**src/rtl/cpu_ctrl_pkg.sv**
```systemverilog
// ----------------------------------------------------------------------------
// cpu_ctrl_pkg
// Shared definitions for the CPU control blocks: the flush/redirect FSM state
// encoding and the default fetch-outstanding depth.
// ----------------------------------------------------------------------------
package cpu_ctrl_pkg;

   // Default number of fetch requests that may be in flight at once.
   localparam int FRC_MAX_OUTSTANDING = 4;

   // Flush/redirect sequencer states (2-bit encoding).
   typedef enum logic [1:0] {
      FRC_IDLE     = 2'd0,
      FRC_DRAIN    = 2'd1,
      FRC_REDIRECT = 2'd2
   } frc_state_e;

endpackage : cpu_ctrl_pkg

```
**src/rtl/flush_redirect_ctrl_if.sv**
```systemverilog
// ----------------------------------------------------------------------------
// flush_redirect_ctrl_if
// Bundles the exception/ERET inputs, the IF fetch-port observation signals and
// the redirect handshake of the flush/redirect sequencer.
//   slave  : the sequencer's view (flush_redirect_ctrl)
//   master : the environment's view (CP0, commit logic, IF stage)
// ----------------------------------------------------------------------------
interface flush_redirect_ctrl_if #(
   parameter int CNT_W = $clog2(cpu_ctrl_pkg::FRC_MAX_OUTSTANDING + 1)
) ();

   logic             exception;
   logic [31:0]      exception_handler_entry;
   logic             eret_commit;
   logic [31:0]      epc_in;
   logic             if_req_fire;
   logic             if_resp_fire;
   logic             if_req_allow;
   logic             resp_discard;
   logic             flush;
   logic             redirect_valid;
   logic [31:0]      redirect_pc;
   logic             redirect_ready;
   logic             busy;
   logic [CNT_W-1:0] outstanding;

   modport slave (
      input  exception, exception_handler_entry, eret_commit, epc_in,
             if_req_fire, if_resp_fire, redirect_ready,
      output if_req_allow, resp_discard, flush, redirect_valid, redirect_pc,
             busy, outstanding
   );

   modport master (
      output exception, exception_handler_entry, eret_commit, epc_in,
             if_req_fire, if_resp_fire, redirect_ready,
      input  if_req_allow, resp_discard, flush, redirect_valid, redirect_pc,
             busy, outstanding
   );

endinterface : flush_redirect_ctrl_if

```
**src/rtl/fetch_outstanding_cnt.sv**
```systemverilog
// ----------------------------------------------------------------------------
// fetch_outstanding_cnt
// Saturating up/down counter of in-flight fetch requests.
//   inc        : request accepted this cycle
//   dec        : response returned this cycle
//   count      : registered count
//   count_next : value the count takes at the next edge
//   full/empty : count == MAX / count == 0
// Simultaneous inc and dec cancel; dec at empty and inc at full are ignored.
// ----------------------------------------------------------------------------
module fetch_outstanding_cnt #(
   parameter int MAX   = cpu_ctrl_pkg::FRC_MAX_OUTSTANDING,
   parameter int CNT_W = $clog2(MAX + 1)
) (
   input  logic             clk,
   input  logic             rst_n,
   input  logic             inc,
   input  logic             dec,
   output logic [CNT_W-1:0] count,
   output logic [CNT_W-1:0] count_next,
   output logic             full,
   output logic             empty
);

   localparam logic [CNT_W-1:0] MAX_C = CNT_W'(MAX);

   logic [CNT_W-1:0] count_q, count_d;

   assign full  = (count_q == MAX_C);
   assign empty = (count_q == '0);

   always_comb begin
      // NOTE: default assignment first so no path leaves count_d unassigned (no latch).
      count_d = count_q;
      if (inc && !dec && !full) begin
         count_d = count_q + CNT_W'(1);
      end else if (dec && !inc && !empty) begin
         count_d = count_q - CNT_W'(1);
      end
   end

   // NOTE: state flops use non-blocking assignments and clear on the async reset.
   always_ff @(posedge clk or negedge rst_n) begin
      if (!rst_n) begin
         count_q <= '0;
      end else begin
         count_q <= count_d;
      end
   end

   assign count      = count_q;
   assign count_next = count_d;

endmodule : fetch_outstanding_cnt

```
**src/rtl/flush_redirect_ctrl.sv**
```systemverilog
// ----------------------------------------------------------------------------
// flush_redirect_ctrl
// Pipeline recovery sequencer. On an exception (or a committing ERET) it
// latches the target, pulses flush for one cycle, blocks new fetches, drains
// and discards in-flight fetch responses, then offers one redirect to IF with
// a valid/ready handshake.
//   clk, rst_n : clock, asynchronous active-low reset
//   bus        : flush_redirect_ctrl_if.slave (see interface for signals)
// ----------------------------------------------------------------------------
module flush_redirect_ctrl
   import cpu_ctrl_pkg::*;
#(
   parameter int MAX_OUTSTANDING = FRC_MAX_OUTSTANDING
) (
   input  logic                  clk,
   input  logic                  rst_n,
   flush_redirect_ctrl_if.slave  bus
);

   localparam int CNT_W = $clog2(MAX_OUTSTANDING + 1);

   frc_state_e       state_q, state_d;
   logic [31:0]      redirect_pc_q, redirect_pc_d;
   logic             flush_q, flush_d;
   logic             redirect_valid_q, redirect_valid_d;

   logic [CNT_W-1:0] cnt;
   logic [CNT_W-1:0] cnt_next;
   logic             cnt_full;
   logic             cnt_empty;

   fetch_outstanding_cnt #(
      .MAX   (MAX_OUTSTANDING),
      .CNT_W (CNT_W)
   ) u_cnt (
      .clk        (clk),
      .rst_n      (rst_n),
      .inc        (bus.if_req_fire),
      .dec        (bus.if_resp_fire),
      .count      (cnt),
      .count_next (cnt_next),
      .full       (cnt_full),
      .empty      (cnt_empty)
   );

   always_comb begin
      state_d          = state_q;
      redirect_pc_d    = redirect_pc_q;
      flush_d          = 1'b0;
      redirect_valid_d = 1'b0;
      unique case (state_q)
         FRC_IDLE: begin
            // Exception wins over a simultaneous ERET.
            if (bus.exception) begin
               state_d       = FRC_DRAIN;
               redirect_pc_d = bus.exception_handler_entry;
               flush_d       = 1'b1;
            end else if (bus.eret_commit) begin
               state_d       = FRC_DRAIN;
               redirect_pc_d = bus.epc_in;
               flush_d       = 1'b1;
            end
         end
         FRC_DRAIN: begin
            // Look at count_next so a response in this cycle ends the drain now.
            if (cnt_next == '0) begin
               state_d          = FRC_REDIRECT;
               redirect_valid_d = 1'b1;
            end
         end
         FRC_REDIRECT: begin
            if (bus.redirect_ready) begin
               state_d = FRC_IDLE;
            end else begin
               redirect_valid_d = 1'b1;
            end
         end
         default: state_d = FRC_IDLE;
      endcase
   end

   always_ff @(posedge clk or negedge rst_n) begin
      if (!rst_n) begin
         state_q          <= FRC_IDLE;
         redirect_pc_q    <= '0;
         flush_q          <= 1'b0;
         redirect_valid_q <= 1'b0;
      end else begin
         state_q          <= state_d;
         redirect_pc_q    <= redirect_pc_d;
         flush_q          <= flush_d;
         redirect_valid_q <= redirect_valid_d;
      end
   end

   // No fetch can be in flight once the drain has completed.
   a_redirect_drained : assert property (
      @(posedge clk) disable iff (!rst_n) (state_q == FRC_REDIRECT) |-> cnt_empty
   );

   assign bus.if_req_allow   = (state_q == FRC_IDLE) && !cnt_full &&
                               !bus.exception && !bus.eret_commit;
   assign bus.resp_discard   = (state_q != FRC_IDLE) && bus.if_resp_fire;
   assign bus.flush          = flush_q;
   assign bus.redirect_valid = redirect_valid_q;
   assign bus.redirect_pc    = redirect_pc_q;
   assign bus.busy           = (state_q != FRC_IDLE);
   assign bus.outstanding    = cnt;

endmodule : flush_redirect_ctrl

```
**src/flat_wrapper.sv**
```systemverilog
// flat-port wrapper written by rule: the top's interface ports become plain ports
module flush_redirect_ctrl_flat import cpu_ctrl_pkg::*;
#(
   parameter int MAX_OUTSTANDING = FRC_MAX_OUTSTANDING
)
  (clk, rst_n, bus_exception, bus_exception_handler_entry, bus_eret_commit, bus_epc_in, bus_if_req_fire, bus_if_resp_fire, bus_redirect_ready, bus_if_req_allow, bus_resp_discard, bus_flush, bus_redirect_valid, bus_redirect_pc, bus_busy, bus_outstanding);
  flush_redirect_ctrl_if #(.CNT_W(3)) bus_i ();
  input  logic clk;
  input  logic rst_n;
  input wire logic [$bits(bus_i.exception)-1:0] bus_exception;
  input wire logic [$bits(bus_i.exception_handler_entry)-1:0] bus_exception_handler_entry;
  input wire logic [$bits(bus_i.eret_commit)-1:0] bus_eret_commit;
  input wire logic [$bits(bus_i.epc_in)-1:0] bus_epc_in;
  input wire logic [$bits(bus_i.if_req_fire)-1:0] bus_if_req_fire;
  input wire logic [$bits(bus_i.if_resp_fire)-1:0] bus_if_resp_fire;
  input wire logic [$bits(bus_i.redirect_ready)-1:0] bus_redirect_ready;
  output wire logic [$bits(bus_i.if_req_allow)-1:0] bus_if_req_allow;
  output wire logic [$bits(bus_i.resp_discard)-1:0] bus_resp_discard;
  output wire logic [$bits(bus_i.flush)-1:0] bus_flush;
  output wire logic [$bits(bus_i.redirect_valid)-1:0] bus_redirect_valid;
  output wire logic [$bits(bus_i.redirect_pc)-1:0] bus_redirect_pc;
  output wire logic [$bits(bus_i.busy)-1:0] bus_busy;
  output wire logic [$bits(bus_i.outstanding)-1:0] bus_outstanding;
  assign bus_i.exception = bus_exception;
  assign bus_i.exception_handler_entry = bus_exception_handler_entry;
  assign bus_i.eret_commit = bus_eret_commit;
  assign bus_i.epc_in = bus_epc_in;
  assign bus_i.if_req_fire = bus_if_req_fire;
  assign bus_i.if_resp_fire = bus_if_resp_fire;
  assign bus_i.redirect_ready = bus_redirect_ready;
  assign bus_if_req_allow = bus_i.if_req_allow;
  assign bus_resp_discard = bus_i.resp_discard;
  assign bus_flush = bus_i.flush;
  assign bus_redirect_valid = bus_i.redirect_valid;
  assign bus_redirect_pc = bus_i.redirect_pc;
  assign bus_busy = bus_i.busy;
  assign bus_outstanding = bus_i.outstanding;
  flush_redirect_ctrl #(.MAX_OUTSTANDING(MAX_OUTSTANDING)) u_core (.clk(clk), .rst_n(rst_n), .bus(bus_i));
endmodule
```
**config.mk**
```make
export PLATFORM = sky130hd
export DESIGN_NAME = flush_redirect_ctrl_flat
export DESIGN_NICKNAME = d
export VERILOG_FILES = /design/src/rtl/cpu_ctrl_pkg.sv /design/src/rtl/flush_redirect_ctrl_if.sv /design/src/rtl/fetch_outstanding_cnt.sv /design/src/rtl/flush_redirect_ctrl.sv /design/src/flat_wrapper.sv
export SDC_FILE = /design/constraint.sdc
export NUM_CORES = 1
export LEC_CHECK = 0
export ABC_CLOCK_PERIOD_IN_PS = 2700
export CAP_MARGIN = 20
export CORE_ASPECT_RATIO = 0.75
export CORE_UTILIZATION = 39
export CTS_CLUSTER_DIAMETER = 100
export CTS_CLUSTER_SIZE = 30
export DETAILED_ROUTE_END_ITERATION = 10
export PLACE_DENSITY = 0.8
export SYNTH_ARGS = -nofsm -noshare
export SYNTH_HDL_FRONTEND = slang
export SYNTH_SLANG_ARGS = --single-unit
```
**constraint.sdc**
```tcl
create_clock -name clk -period 2.7 [get_ports clk]
set_input_delay 0.54 -clock clk [delete_from_list [all_inputs] [get_ports clk]]
set_output_delay 0.54 -clock clk [all_outputs]
set_load 0.02 [all_outputs]
```
==> flow_summary_export.csv <==
group,metric,value,unit
clock_network,clk_latency,0.29,ns
clock_network,cts_setup_buffers,0,
synth,async_reset_ff_share,100,%
place,port-buffer-count,110,
timing,setup_viol,0,
final_layout,final_layout_size_suffix_gt1_share,4.44,%
timing,timing.final.max_slew_violations,0,
power,p_comb_share,56.7,%
detailed_routing,wl_met3,341,um
critical_path,critPathBufInv,2,
timing,period_minus_slack,2.52,ns
place,place_area,3210,um^2
synth,synth_top_area_share,47.4,%
status,status,"finished, final reports clean",
synth,synth_cell_type_count,35,
final_layout,design_area,3320,um^2
floorplanning,fp.dieW,85.9,um
power,p_per_area,1030,nW/um^2
job,drv_cap,0,
detailed_routing,drt_iter0_markers,58,
floorplanning,num_io_pins,111,
synth,syn_area,2060,um^2
timing,fmax,397,MHz
power,intPower,2010,uW
detailed_routing,route.antenna.remaining_nets,0,
clock_network,clockBufferDepth,2,
final_layout,syn_to_final_growth,61.2,%
place,hpwlAfterDp,3880,um
clock_network,clockRootBuffer,"clkbuf_8",
clock_network,path_clk_slew,0.08,ns
critical_path,crit_path_cell_trace,"clkdlybuf4s50_1 > nor2_1 > nand2_1 > a21oi_1 > clkdlybuf4s50_1",
timing,worstMarginPinSlew,0.834,ns
final_layout,final_nets,392,
clock_network,cts_resized,0,
detailed_routing,drt-vias-per-instance,4.70,
critical_path,r2r_slack,0.39,ns
synth,ys_warn_count,0,
clock_network,htree_levels,2,
grt,antenna_found_initial,0,
synth,synth-edff-count,0,
power,p_leak,0.00148,uW
timing,final.period_utilization,93.4,%
grt,overflow,0,
floorplanning,fp.dieH,64.9,um
critical_path,max_stage_delay,0.61,ns
final_layout,antenna_cells,0,
clock_network,cts_buffers,5,
timing,fin_skew,0.00579,ns
power,power_frac_clock,12.8,%
synth,yosysSeqAreaShare,47.4,%
timing,grt_setup_unrepaired,"no",
grt,grt_util_all_layers,19.3,%
critical_path,r2r_end,"u_core.state_q[0]",
synth,yosysTopAreaCell,"dfrtp_1",
final_layout,fillCellCount,433,
synth,ys_top_cells_by_count,"39 x dfrtp_1, 39 x nand2_1, 34 x o21ai_0, 33 x mux2i_1, 8 x clkbuf_1",
detailed_routing,wirelength,5060,um
critical_path,path_class,"in -> out",
power,netSwitchingPower,1400,uW
grt,grt_pass1_wl,8100,um
floorplanning,core_area,4980,um^2
critical_path,critPathSlowestCell,"clkdlybuf4s50_1",
critical_path,required,2.16,ns
critical_path,worstPathMaxFanout,3,
timing,hold_viol,0,
floorplanning,start_util,41.3,%
critical_path,critPathMostFrequentCell,"clkdlybuf4s50_1",
detailed_routing,met1_length,2230,um
synth,ys.flop_type,"dfrtp_1",
clock_network,cts_tree,"yes",
floorplanning,dieArea,5580,um^2
synth,synth_nets,287,
detailed_routing,num_vias,1818,
detailed_routing,route.top_layer_used,"met4",
synth,netlist_instances,209,
detailed_routing,drc,0,
synth,syn_area_per_cell,9.85,um^2
detailed_routing,wl_per_cell,13.1,um
clock_network,cts_num_sinks,39,
power,seq_power_share,30.5,%
synth,ys_ff_latch,39,
power,swShare,41.0,%
worst_hold_path,hold_class,"in -> async",
place,place.gp.congestion,0.782,
critical_path,end_kind,"output port",
timing,finalSetupTns,0,ns
timing,slew_headroom,44.4,%
grt,grt_max_degree,66,
grt,grt_pass1_vias,1708,
critical_path,critPathLaunchType,"input pin",
critical_path,cp.arrival,1.98,ns
clock_network,ctsHoldBuffers,0,
detailed_routing,firstDrtPassIters,4,
critical_path,r2r.worst_path.cells,7,
critical_path,crit_family,"buffers and inverters",
synth,yosys-top-cells-area,"dfrtp_1 47%, mux2i_1 16%, o21ai_0 8.3%",
detailed_routing,met2_length,2370,um
floorplanning,fp-row-count,22,
power,irDropWorstVdd,0.000618,V
critical_path,r2r-start,"u_core.u_cnt.count[1]",
==> cells in the final DEF, fill, tap and decap left out, drive strengths merged <==
| cell type | n |
|---|---|
| clkbuf | 7 |
| dfrtp | 39 |
| a2bb2oi | 1 |
| nor2b | 3 |
| or3 | 1 |
| a21oi | 2 |
| a22oi | 1 |
| o21a | 1 |
| nand3 | 3 |
| o21ai | 35 |
| nand2b | 1 |
| and2b | 2 |
| nand3b | 2 |
| or4 | 2 |
| o22ai | 1 |
| xor2 | 1 |
| or3b | 1 |
| o211a | 1 |
| a31oi | 2 |
| nand2 | 39 |
| nor2 | 2 |
| nor4 | 2 |
| o211ai | 2 |
| and4bb | 1 |
| ha | 7 |
| clkdlybuf4s50 | 108 |
| buf | 4 |
| clkinvlp | 1 |
| xnor2 | 2 |
| mux2i | 33 |
| o21bai | 1 |
| inv | 7 |
==> stage by stage <==
step / setup slack (ns) / instances / total power [uW] / hold slack [ns] / utilization (%)
after global placement: 0.185 / 379 / 2960 / 0.460 / 64.5
after global routing: 0.0800 / 387 / 3650 / 0.414 / 66.6
after detailed placement: 0.135 / 379 / 3000 / 0.469 / 64.5
final: 0.179 / 387 / 3410 / 0.338 / 66.6
after CTS: 0.167 / 387 / 3440 / 0.368 / 66.6
after floorplan: 0.402 / 209 / 2130 / 0.244 / -
==> worst max-delay path by stage <==
stage / startpoint / endpoint / cells past startpoint
after global routing: bus_eret_commit / bus_if_req_allow / 5
after CTS: bus_eret_commit / bus_if_req_allow / 5
after detailed placement: bus_if_resp_fire / u_core.state_q[0] / 6
final: bus_eret_commit / bus_if_req_allow / 5
after global placement: bus_eret_commit / bus_if_req_allow / 5
after floorplan: u_core.u_cnt.count[1] / u_core.state_q[0] / 8
==> state kept, by name, summed over array words and instances, names as in the netlist <==
name and cells:
u_core.u_cnt.count 3, u_core.bus.redirect_valid 1, u_core.bus.flush 1, u_core.state_q 2, u_core.bus.redirect_pc 32
==> layout make-up <==
class | count | area [um^2] | area share, %
well taps | 72 | 90.1 | 2.72
clock buffers | 7 | 96.3 | 2.90
repair buffers | 112 | 1120 | 33.7
inverters | 7 | 26.3 | 0.792
multi-input cells | 149 | 1000 | 30.2
clock inverters | 1 | 7.51 | 0.226
flip-flops and latches | 39 | 976 | 29.4
==> kinds of logic (layout without fill, tap and decap cells) <==
| kind of cell | count (synthesis) | after routing | synth area share [%] |
|---|---|---|---|
| flops | 39 | 39 | 47.4 |
| simple gates | 59 | 59 | 13.6 |
| xor+xnor | 3 | 3 | 1.64 |
| compound gates | 47 | 47 | 12.6 |
| fa+ha+maj | 7 | 7 | 4.26 |
| buf+inv | 21 | 127 | 4.44 |
| mux | 33 | 33 | 16.0 |
==> metal layers <==
metal,GRT usage (%),up-vias
li1,-,932
met5,0,-
met2,31.5,58
met3,5.35,9
met4,9.58,0
met1,23.4,819
==> power by group through the flow <==
stage | Clock [uW] | Sequential, uW | Combinational [uW]
6_report | 435 | 1040 | 1930
5_1_grt | 467 | 1080 | 2110
4_1_cts | 445 | 1040 | 1950
3_5_place_dp | 0 | 1050 | 1950
3_3_place_gp | 0 | 1040 | 1920
2_1_floorplan | 0 | 1360 | 764
==> worst register-to-register path, stage by stage (launching register included) <==
cell and delay, ns:
dfrtp_1 0.43, inv_1 0.08, ha_1 0.37, xnor2_2 0.20, a22oi_1 0.08, or3_1 0.46
or4_1 0.54, nand3_1 0.08
Power figures use the tool's default switching activity.
